--- src/rtl/ram_n.sv ---
// ram_n: word-addressed RAM of 2**ADDR_W words by WIDTH bits.
// It has one write port and one combinational read port.
// Optional feature macro RAM_N_DUAL_READ_EN adds a second combinational read
// port (addr2/out2).
// Reset is synchronous and active-high, and it clears every word.
// Reset takes priority over a write in the same cycle.
module ram_n #(
    parameter int unsigned WIDTH  = 16,
    parameter int unsigned ADDR_W = 3
) (
    input  logic              clk,
    input  logic              rst,
    input  logic [WIDTH-1:0]  in,
    input  logic [ADDR_W-1:0] addr,
    input  logic              load,
`ifdef RAM_N_DUAL_READ_EN
    input  logic [ADDR_W-1:0] addr2,
    output logic [WIDTH-1:0]  out2,
`endif
    output logic [WIDTH-1:0]  out
);

    localparam int unsigned DEPTH = 1 << ADDR_W;

    logic [WIDTH-1:0] mem_q [DEPTH];
    logic [WIDTH-1:0] mem_d [DEPTH];

    // Next contents: hold every word, replace only the addressed one on load
    always_comb begin
        mem_d = mem_q;
        if (load) begin
            mem_d[addr] = in;
        end
    end

    // Storage registers; reset wins over any write in the same cycle
    always_ff @(posedge clk) begin
        if (rst) begin
            mem_q <= '{default: '0};
        end else begin
            mem_q <= mem_d;
        end
    end

    // Read straight from stored contents, so a same-cycle write shows only after the edge
    assign out = mem_q[addr];

`ifdef RAM_N_DUAL_READ_EN
    // Independent second read port with the same old-data-until-edge behaviour
    assign out2 = mem_q[addr2];
`endif

endmodule

--- config.mk ---
export PLATFORM = sky130hd
export DESIGN_NAME = ram_n
export DESIGN_NICKNAME = d
export VERILOG_FILES = /design/src/rtl/ram_n.sv
export SDC_FILE = /design/constraint.sdc
export NUM_CORES = 1
export LEC_CHECK = 0
export CAP_MARGIN = 20
export CORE_MARGIN = 1.5
export CORE_UTILIZATION = 50
export DETAILED_ROUTE_END_ITERATION = 10
export PLACE_DENSITY = 0.69
export REMOVE_ABC_BUFFERS = 1
export SLEW_MARGIN = 15
export SYNTH_ARGS = -nofsm -noshare
export SYNTH_HDL_FRONTEND = slang
export SYNTH_SLANG_ARGS = --single-unit
--- constraint.sdc ---
create_clock -name clk -period 2.46 [get_ports clk]
set_clock_uncertainty 0.2 [all_clocks]
set_input_delay 0.369 -clock clk [delete_from_list [all_inputs] [get_ports clk]]
set_output_delay 0.369 -clock clk [all_outputs]
set_load 0.01 [all_outputs]
==> metrics.yaml, run 1 <==
outcome:
  outcome: "finished clean"
routing:
  drcViolationCount: 0
  totalWireLength_mm: 15.6
  dr.pass1.iters: 5
  wire_per_inst_um: 18.3
  dr.first_iter.drc_count: 422
  viasPerCell: 5.73
  ant_nets: 0
  vias: 4897
die:
  chipWidth_um: 110
  rows: 38
  core_area_um2: 11000
  die_area_um2: 12100
  io_pins: 38
  start_util_pct: 52.1
  die_y_um: 110
clock_network:
  cts_buffer_depth: 2
  cts_root_buf: "clkbuf_16"
  cts.sinks: 128
  numCtsBuffers: 17
  clkLatencyLatePin_ps: 410
  htree_levels: 4
  tritoncts: "done"
  hold_buffers: 0
  path_clk_slew_ps: 60
yosys:
  yosysTopAreaCell: "dfxtp_1"
  synth_top_cell_area_share_pct: 44.8
  synth_edf_count: 0
  synth_area_leaders: "dfxtp_1 45%, nand2_1 17%, a21oi_1 11%"
  synth_flop_cell: "dfxtp_1"
  async_reset_ff_share_pct: 0
  synth_seq_cells: 128
  ys_types: 26
  netlist_area_um2: 5720
  synth_seq_area_share_pct: 44.8
  ys_warn_count: 0
  synthCells: 654
  avgSynthCellArea_um2: 8.75
sta:
  hold_violations: 0
  maxSlewHeadroom_pct: 62.7
  layout_setup_ws_ps: 61.1
  fmax_mhz: 417
  setup_viol: 0
  period_share_pct: 97.5
  min_period_ps: 2400
  finalSetupTns_ps: 0
  rsz0062_at_grt: "no"
  drv_slew: 0
  worst_pin_slew_ps: 560
worst_setup_path:
  cp-end-kind: "primary output"
  slowest_stage: "mux4_2"
  path_cells: "buf_6, buf_12, buf_4, mux4_2, mux2_2, dlygate4sd2_1"
  critPathMaxStageDelay_ps: 490
  crit_arrival_ps: 1830
  critPathLaunchType: "input pin"
  worstPathMaxFanout: 6
  setup.worst_path.class: "input pin to primary output"
  required_ps: 1890
grt:
  grt_max_degree: 46
  antenna_found_initial: 1
  grt_overflow_total: 0
  grt_pass1_wl_mm: 24.4
  grt_pass1_vias: 4765
  grt_usage_pct: 27.6
placement:
  port_buffers: 37
  dpl.hpwl_mm: 10.0
  gp_congestion: 0.814
  pre_cts_ws_ps: -233
final_layout:
  largest_reg_flops: 128
  multi_input_area_um2: 2760
  top_register: "mem_q"
  regArea_um2: 2560
  nets: 724
  area_growth_pct: 22.9
  insertedDiodeCount: 0
  fillerInstances: 898
  drive_gt1_share_pct: 17.9
  reg_top3: "mem_q x128"
run:
  drv_cap: 0
power:
  powerDensity_nw_per_um2: 734
  vdd_drop_max_uv: 708
  p_leak_nw: 2.67
min_path:
  min_path_type: "input pin to flip-flop"
==> cells in the mapped netlist (2+ instances only) <==
master     count
nor2b_1        2
dfxtp_1      128
nand4bb_1      3
mux4_1        17
nand2_1      257
and4bb_2       2
a221oi_1       2
buf_4         17
clkbuf_1      22
a21oi_1      128
nand4b_1       3
mux2_2        15
buf_2         20
clkbuf_2       7
mux2i_1        2
buf_6          5
and4b_1        3
mux4_2        13
==> stage by stage <==
step / hold WS (ps) / util, % / instances / power, W / cell area [µm²]
5_1_grt: 242 / 64.0 / 854 / 0.00531 / 7030
3_5_place_dp: 244 / 57.5 / 813 / 0.00256 / 6310
4_1_cts: 215 / 63.6 / 850 / 0.00517 / 6980
2_1_floorplan: 225 / - / 583 / 0.00231 / 5320
3_3_place_gp: 237 / 57.5 / 813 / 0.00255 / 6310
6_report: 229 / 64.0 / 854 / 0.00516 / 7030
==> path summary, 6_finish.rpt <==
| kind | slack, ps | start | to | depth (start not counted) |
|---|---|---|---|---|
| max | 60 | addr[0] | out[10] | 6 |
| min | 230 | rst | mem_q[106] | 2 |
| max reg2reg | 1600 | mem_q[35] | mem_q[35] | 2 |
| min reg2reg | 250 | mem_q[43] | mem_q[43] | 2 |
==> logic make-up after synthesis <==
logic type	count (synthesis)	share of synthesized area, %
buf+inv	72	7.09
compound gates	131	11.7
simple gates	276	20.2
mux	47	16.2
flops	128	44.8
==> timing repair <==
item,CTS,global route
buffers inserted,5,3
cloned,1,1
resized for setup,24,1
setup endpoints to repair,16,1
==> layer usage <==
metal / global-route usage [%] / wire (µm)
met5: 0 / 13
met4: 9.93 / 204
met3: 8.12 / 1110
met2: 45.0 / 7630
met1: 34.8 / 6680
==> layout make-up <==
cell class | instances | share of cell area (%)
well taps | 140 | 2.49
clock inverters | 11 | 2.33
repair buffers | 100 | 13.0
flip-flops and latches | 128 | 36.4
multi-input cells | 454 | 39.3
inverters | 1 | 0.0534
clock buffers | 20 | 6.35
==> where the power goes <==
| group | switching, W | internal (W) |
|---|---|---|
| Clock | 0.000908 | 0.00171 |
| Combinational | 0.000224 | 0.000182 |
| Sequential | 0.0000211 | 0.00212 |
| Total | 0.00115 | 0.00401 |
==> worst max-delay path, delay by kind of cell <==
kind | cells | cell delay [ps]
buf+inv | 4 | 690
mux | 2 | 770
==> cells in the final DEF, fill, tap and decap left out, types with 2 or more instances in the layout <==
cell / synthesis / layout
clkinv_2: 0 / 4
a21oi_1: 128 / 128
clkbuf_1: 22 / 2
buf_12: 0 / 4
nand4b_1: 3 / 3
buf_6: 5 / 2
dfxtp_1: 128 / 128
and4bb_2: 2 / 2
buf_4: 17 / 57
nand2_1: 257 / 257
nand4bb_1: 3 / 3
dlygate4sd2_1: 0 / 17
mux4_2: 13 / 14
mux4_1: 17 / 16
mux2i_1: 2 / 2
bufinv_16: 0 / 4
mux2_2: 15 / 15
clkdlybuf4s50_1: 0 / 17
and4b_1: 3 / 3
clkbuf_16: 0 / 18
nor2b_1: 2 / 2
clkinvlp_4: 0 / 2
a221oi_1: 2 / 2
Note: power is estimated with default switching activity, not from simulation.
==> run 2, diff against run 1 <==
--- a/config.mk
+++ b/config.mk
@@ -11,6 +11,7 @@
 export DETAILED_ROUTE_END_ITERATION = 10
 export PLACE_DENSITY = 0.69
 export REMOVE_ABC_BUFFERS = 1
+export SKIP_LAST_GASP = 1
 export SLEW_MARGIN = 15
 export SYNTH_ARGS = -nofsm -noshare
 export SYNTH_HDL_FRONTEND = slang
==> run 2 against run 1 <==
Compared with the run above: via count rose by 0.16%; global-route usage is 0.089 points lower; register-to-register slack better by 30 ps; fmax decreased by 0.73%; final cell count fell by 0.23%; combinational power barely moved; die area did not move; final area is essentially flat; setup slack lost 18 ps; routed wire length decreased by 0.79%; critical path depth unchanged; sequential share of layout area about the same; largest power group unchanged.
==> metrics.yaml, run 2 (synthesized netlist as in run 1, its figures left out) <==
outcome:
  outcome: "finished clean"  # unchanged
routing:
  totalWireLength_mm: 15.5  # was 15.6 mm
  dr.first_iter.drc_count: 431  # was 422
  wire_per_inst_um: 18.2  # was 18.3 µm
  ant_nets: 0  # unchanged
  vias: 4905  # was 4897
  drcViolationCount: 0  # unchanged
  viasPerCell: 5.76  # was 5.73
  dr.pass1.iters: 5  # unchanged
clock_network:
  tritoncts: "done"  # unchanged
  cts_root_buf: "clkbuf_16"  # unchanged
  clkLatencyLatePin_ps: 420  # was 410 ps
  path_clk_slew_ps: 60  # about the same
  cts_buffer_depth: 2  # unchanged
  numCtsBuffers: 17  # unchanged
  cts.sinks: 128  # unchanged
  hold_buffers: 0  # unchanged
  htree_levels: 4  # unchanged
worst_setup_path:
  reg2reg_slack_ps: 1630  # was 1600 ps
  worstPathMaxFanout: 5  # was 6
  critPathLaunchType: "input pin"  # unchanged
  required_ps: 1890  # about the same
  crit_arrival_ps: 1850  # was 1830 ps
  cp-end-kind: "primary output"  # unchanged
  setup.worst_path.class: "input pin to primary output"  # unchanged
final_layout:
  final_cell_mix: "257 x nand2_1, 128 x a21oi_1, 128 x dfxtp_1"  # unchanged
  final_common_cell: "nand2_1"  # unchanged
  insertedDiodeCount: 0  # unchanged
  reg_top3: "mem_q x128"  # unchanged
  area_growth_pct: 22.9  # about the same
  fillerInstances: 899  # was 898
  utilization_pct: 64.0  # about the same
  drive_gt1_share_pct: 17.7  # was 17.9%
  nets: 722  # was 724
  top_register: "mem_q"  # unchanged
  largest_reg_flops: 128  # unchanged
  layout.cells.non_filler: 852  # was 854
die:
  rows: 38  # unchanged
  chipWidth_um: 110  # unchanged
  core_area_um2: 11000  # unchanged
  start_util_pct: 52.1  # unchanged
  die_y_um: 110  # unchanged
  io_pins: 38  # unchanged
  die_area_um2: 12100  # unchanged
sta:
  maxSlewHeadroom_pct: 64.0  # was 62.7%
  setup_viol: 0  # unchanged
  period_share_pct: 98.2  # was 97.5%
  hold_violations: 0  # unchanged
  worst_pin_slew_ps: 540  # was 560 ps
  drv_slew: 0  # unchanged
  rsz0062_at_grt: "no"  # unchanged
  min_period_ps: 2420  # was 2400 ps
  fmax_mhz: 414  # was 417 MHz
placement:
  gp_congestion: 0.814  # unchanged
  dpl.hpwl_mm: 10.0  # unchanged
  port_buffers: 37  # unchanged
  dpl.cell_count: 813  # unchanged
min_path:
  min_path_type: "input pin to flip-flop"  # unchanged
power:
  p_leak_nw: 2.74  # was 2.67 nW
  powerDensity_nw_per_um2: 734  # about the same
  vdd_drop_max_uv: 708  # about the same
  power_w: 0.00516  # about the same
grt:
  grt_overflow_total: 0  # unchanged
  grt_usage_pct: 27.6  # about the same
  grt_pass1_wl_mm: 24.3  # was 24.4 mm
  antenna_found_initial: 1  # unchanged
  grt_max_degree: 46  # unchanged
  grt_pass1_vias: 4735  # was 4765
run:
  drv_cap: 0  # unchanged
-- run 2: cell count changes in the layout (fill, tap and decap cells not counted), sizes merged --
cell | previous run | this run
dlygate4sd2 | 17 | 11
dlymetal6s2s | 0 | 6
buf | 65 | 64
clkbuf | 21 | 20
-- run 2: metal layers --
metal	track usage, %	vias up	routed length [µm]
met3	8.00	26	1130
met2	44.5	193	7490
met1	35.0	2379	6650
met5	0	-	13
met4	10.1	2	244
li1	-	2305	-
-- run 2: layout make-up --
| type | instances | area (µm²) | area share, % |
|---|---|---|---|
| Multi-Input combinational cell | 454 | 2760 | 39.3 |
| Timing Repair Buffer | 98 | 916 | 13.0 |
| Clock inverter | 11 | 164 | 2.33 |
| Tap cell | 140 | 175 | 2.49 |
| Inverter | 1 | 3.75 | 0.0534 |
| Clock buffer | 20 | 447 | 6.35 |
| Sequential cell | 128 | 2560 | 36.4 |
-- run 2: worst max-delay path, cell delays in order --
cell and delay, ps:
buf_4 170, buf_12 140, buf_4 120, mux4_2 490, mux2_2 270, dlygate4sd2_1 280
-- run 2: power by group --
part | internal (W) | switching [W] | total [W]
combinational | 0.000180 | 0.000223 | 0.000403
sequential | 0.00212 | 0.0000211 | 0.00214
clock | 0.00171 | 0.000908 | 0.00262
total | 0.00401 | 0.00115 | 0.00516
-- run 2: final timing paths --
kind              start          to  depth (start not counted)
min reg2reg  mem_q[105]  mem_q[105]                          2
min                 rst  mem_q[126]                          2
max             addr[0]     out[10]                          6
max reg2reg   mem_q[32]   mem_q[32]                          2
-- run 2: timing repair --
| item | CTS | global route |
|---|---|---|
| buffers inserted | 5 | 2 |
| setup endpoints to repair | 16 | 13 |
| gates resized for setup | 17 | 7 |
| gates cloned | 1 | 0 |
-- run 2: metrics by stage --
step	hold slack [ps]	cell area [µm²]	setup TNS, ps	worst slack [ps]
finish	231	7030	0	43.5
global placement	237	6310	-3760	-225
global route	242	7030	0	1.58
CTS	215	6990	-820	-133
detailed placement	244	6310	-4510	-233
floorplan	225	5320	0	336
==> run 3, diff against run 2 <==
--- a/config.mk
+++ b/config.mk
@@ -9,8 +9,10 @@
 export CORE_MARGIN = 1.5
 export CORE_UTILIZATION = 50
 export DETAILED_ROUTE_END_ITERATION = 10
+export HOLD_SLACK_MARGIN = 0.05
 export PLACE_DENSITY = 0.69
 export REMOVE_ABC_BUFFERS = 1
+export SKIP_CTS_REPAIR_TIMING = 1
 export SKIP_LAST_GASP = 1
 export SLEW_MARGIN = 15
 export SYNTH_ARGS = -nofsm -noshare
==> run 3 against run 2 <==
Compared with the run above: setup slack worse by 16 ps; final cell count fell by 0.47%; critical endpoint is now out[0]; sequential cell count unchanged; critical path depth did not move; via count shrank 0.88%; fmax shrank 0.67%; global-route usage decreased by 0.53 points; clock power hardly changed; count of clock-buffer cells in the layout unchanged; final area increased by 0.16%; first-iteration DRC count is 6.0% lower.
==> metrics.yaml, run 3 (synthesized netlist as in run 1, its figures left out) <==
clock_network:
  clkLatencyLatePin_ps: 410  # was 420 ps
  cts_root_buf: "clkbuf_16"  # unchanged
  htree_levels: 4  # unchanged
  cts_buffer_depth: 2  # unchanged
  numCtsBuffers: 17  # unchanged
  path_clk_slew_ps: 60  # about the same
  cts.sinks: 128  # unchanged
  tritoncts: "done"  # unchanged
grt:
  grt_pass1_vias: 4682  # was 4735
  grt_overflow_total: 0  # unchanged
  antenna_found_initial: 1  # unchanged
  grt_pass1_wl_mm: 24.0  # was 24.3 mm
  grt_usage_pct: 27.0  # was 27.6%
  grt_max_degree: 46  # unchanged
placement:
  port_buffers: 37  # unchanged
  dpl.hpwl_mm: 10.0  # unchanged
  gp_congestion: 0.814  # unchanged
  placed_area_um2: 6310  # unchanged
worst_setup_path:
  worstPathMaxFanout: 13  # was 5
  setup.worst_path.class: "input pin to primary output"  # unchanged
  reg2reg_depth: 2  # unchanged
  cp-startpoint: "addr[1]"  # was addr[0]
  critPathLaunchType: "input pin"  # unchanged
  slowest_stage: "clkdlybuf4s50_1"  # was mux4_2
  required_ps: 1890  # about the same
  rr_startpoint: "mem_q[120]"  # was mem_q[32]
  crit_arrival_ps: 1860  # was 1850 ps
  path_cells: "clkbuf_4, buf_4, nor2b_1, a221oi_1, o221ai_1, clkdlybuf4s50_1"  # was buf_4, buf_12, buf_4, mux4_2, mux2_2, dlygate4sd2_1
  critPathMaxStageDelay_ps: 500  # was 490 ps
  cp-end-kind: "primary output"  # unchanged
routing:
  vias: 4862  # was 4905
  ant_nets: 0  # unchanged
  wire_per_inst_um: 18.3  # was 18.2 µm
  dr.pass1.iters: 5  # unchanged
  dr.first_iter.drc_count: 405  # was 431
  viasPerCell: 5.73  # was 5.76
  totalWireLength_mm: 15.6  # was 15.5 mm
  drcViolationCount: 0  # unchanged
sta:
  period_share_pct: 98.9  # was 98.2%
  fmax_mhz: 411  # was 414 MHz
  hold_violations: 0  # unchanged
  setup_viol: 0  # unchanged
  rsz0062_at_grt: "yes"  # was no
  drv_slew: 0  # unchanged
  worst_pin_slew_ps: 556  # was 540 ps
  min_period_ps: 2430  # was 2420 ps
  maxSlewHeadroom_pct: 62.9  # was 64.0%
power:
  vdd_drop_max_uv: 710  # was 708 µV
  p_leak_nw: 2.85  # was 2.74 nW
  power_w: 0.00516  # about the same
  powerDensity_nw_per_um2: 732  # was 734 nW/µm²
final_layout:
  top_register: "mem_q"  # unchanged
  fillerInstances: 894  # was 899
  reg_top3: "mem_q x128"  # unchanged
  final_cell_mix: "257 x nand2_1, 128 x a21oi_1, 128 x dfxtp_1"  # unchanged
  fin_area_um2: 7040  # was 7030 µm²
  nets: 718  # was 722
  area_growth_pct: 23.1  # was 22.9%
  largest_reg_flops: 128  # unchanged
  final_common_cell: "nand2_1"  # unchanged
  insertedDiodeCount: 0  # unchanged
  drive_gt1_share_pct: 17.1  # was 17.7%
die:
  die_area_um2: 12100  # unchanged
  chipWidth_um: 110  # unchanged
  core_area_um2: 11000  # unchanged
  io_pins: 38  # unchanged
  rows: 38  # unchanged
  die_y_um: 110  # unchanged
  start_util_pct: 52.1  # unchanged
min_path:
  holdCritStartpoint: "rst"  # unchanged
  min_path_type: "input pin to flip-flop"  # unchanged
  min_path_cells: 2  # unchanged
run:
  drv_cap: 0  # unchanged
outcome:
  outcome: "finished clean"  # unchanged
[run 3: worst paths after layout]
| kind | endpoint | slack (ps) |
|---|---|---|
| worst max-delay path | out[0] | 30 |
| worst min-delay path | mem_q[87] | 220 |
| worst min register to register | mem_q[43] | 250 |
| worst max register to register | mem_q[120] | 1620 |
[run 3: cell type report]
class | instances | area [µm²] | share of cell area (%)
clock buffer | 20 | 447 | 6.34
clock inverter | 11 | 164 | 2.33
inverter | 1 | 3.75 | 0.0533
multi-input combinational | 454 | 2770 | 39.3
sequential | 128 | 2560 | 36.4
tap | 140 | 175 | 2.49
timing repair buffer | 94 | 923 | 13.1
[run 3: metal layers]
layer	part of all wire, %	global-route usage, %
met5	0.084	0
met4	1.5	10.1
met3	7.3	7.17
met2	48	44.2
met1	43	34.2
[run 3: critical path: cells and delay by family]
family          cells  cell delay, ps
compound gates      2             420
simple gates        1             140
buf+inv             3             930
[run 3: power breakdown]
group          total (W)  internal (W)  switching [W]
clock network    0.00262       0.00171       0.000909
logic           0.000399      0.000178       0.000221
registers        0.00214       0.00212      0.0000209
[run 3: stage by stage]
stage | setup TNS [ps] | hold WS (ps) | utilization, % | worst slack, ps | instances
floorplan | 0 | 225 | - | 336 | 583
global placement | -3760 | 237 | 57.5 | -225 | 813
detailed placement | -4510 | 244 | 57.5 | -233 | 813
CTS | -3590 | 215 | 63.1 | -244 | 844
global route | -64.4 | 248 | 64.1 | -64.4 | 848
finish | 0 | 224 | 64.1 | 27.2 | 848
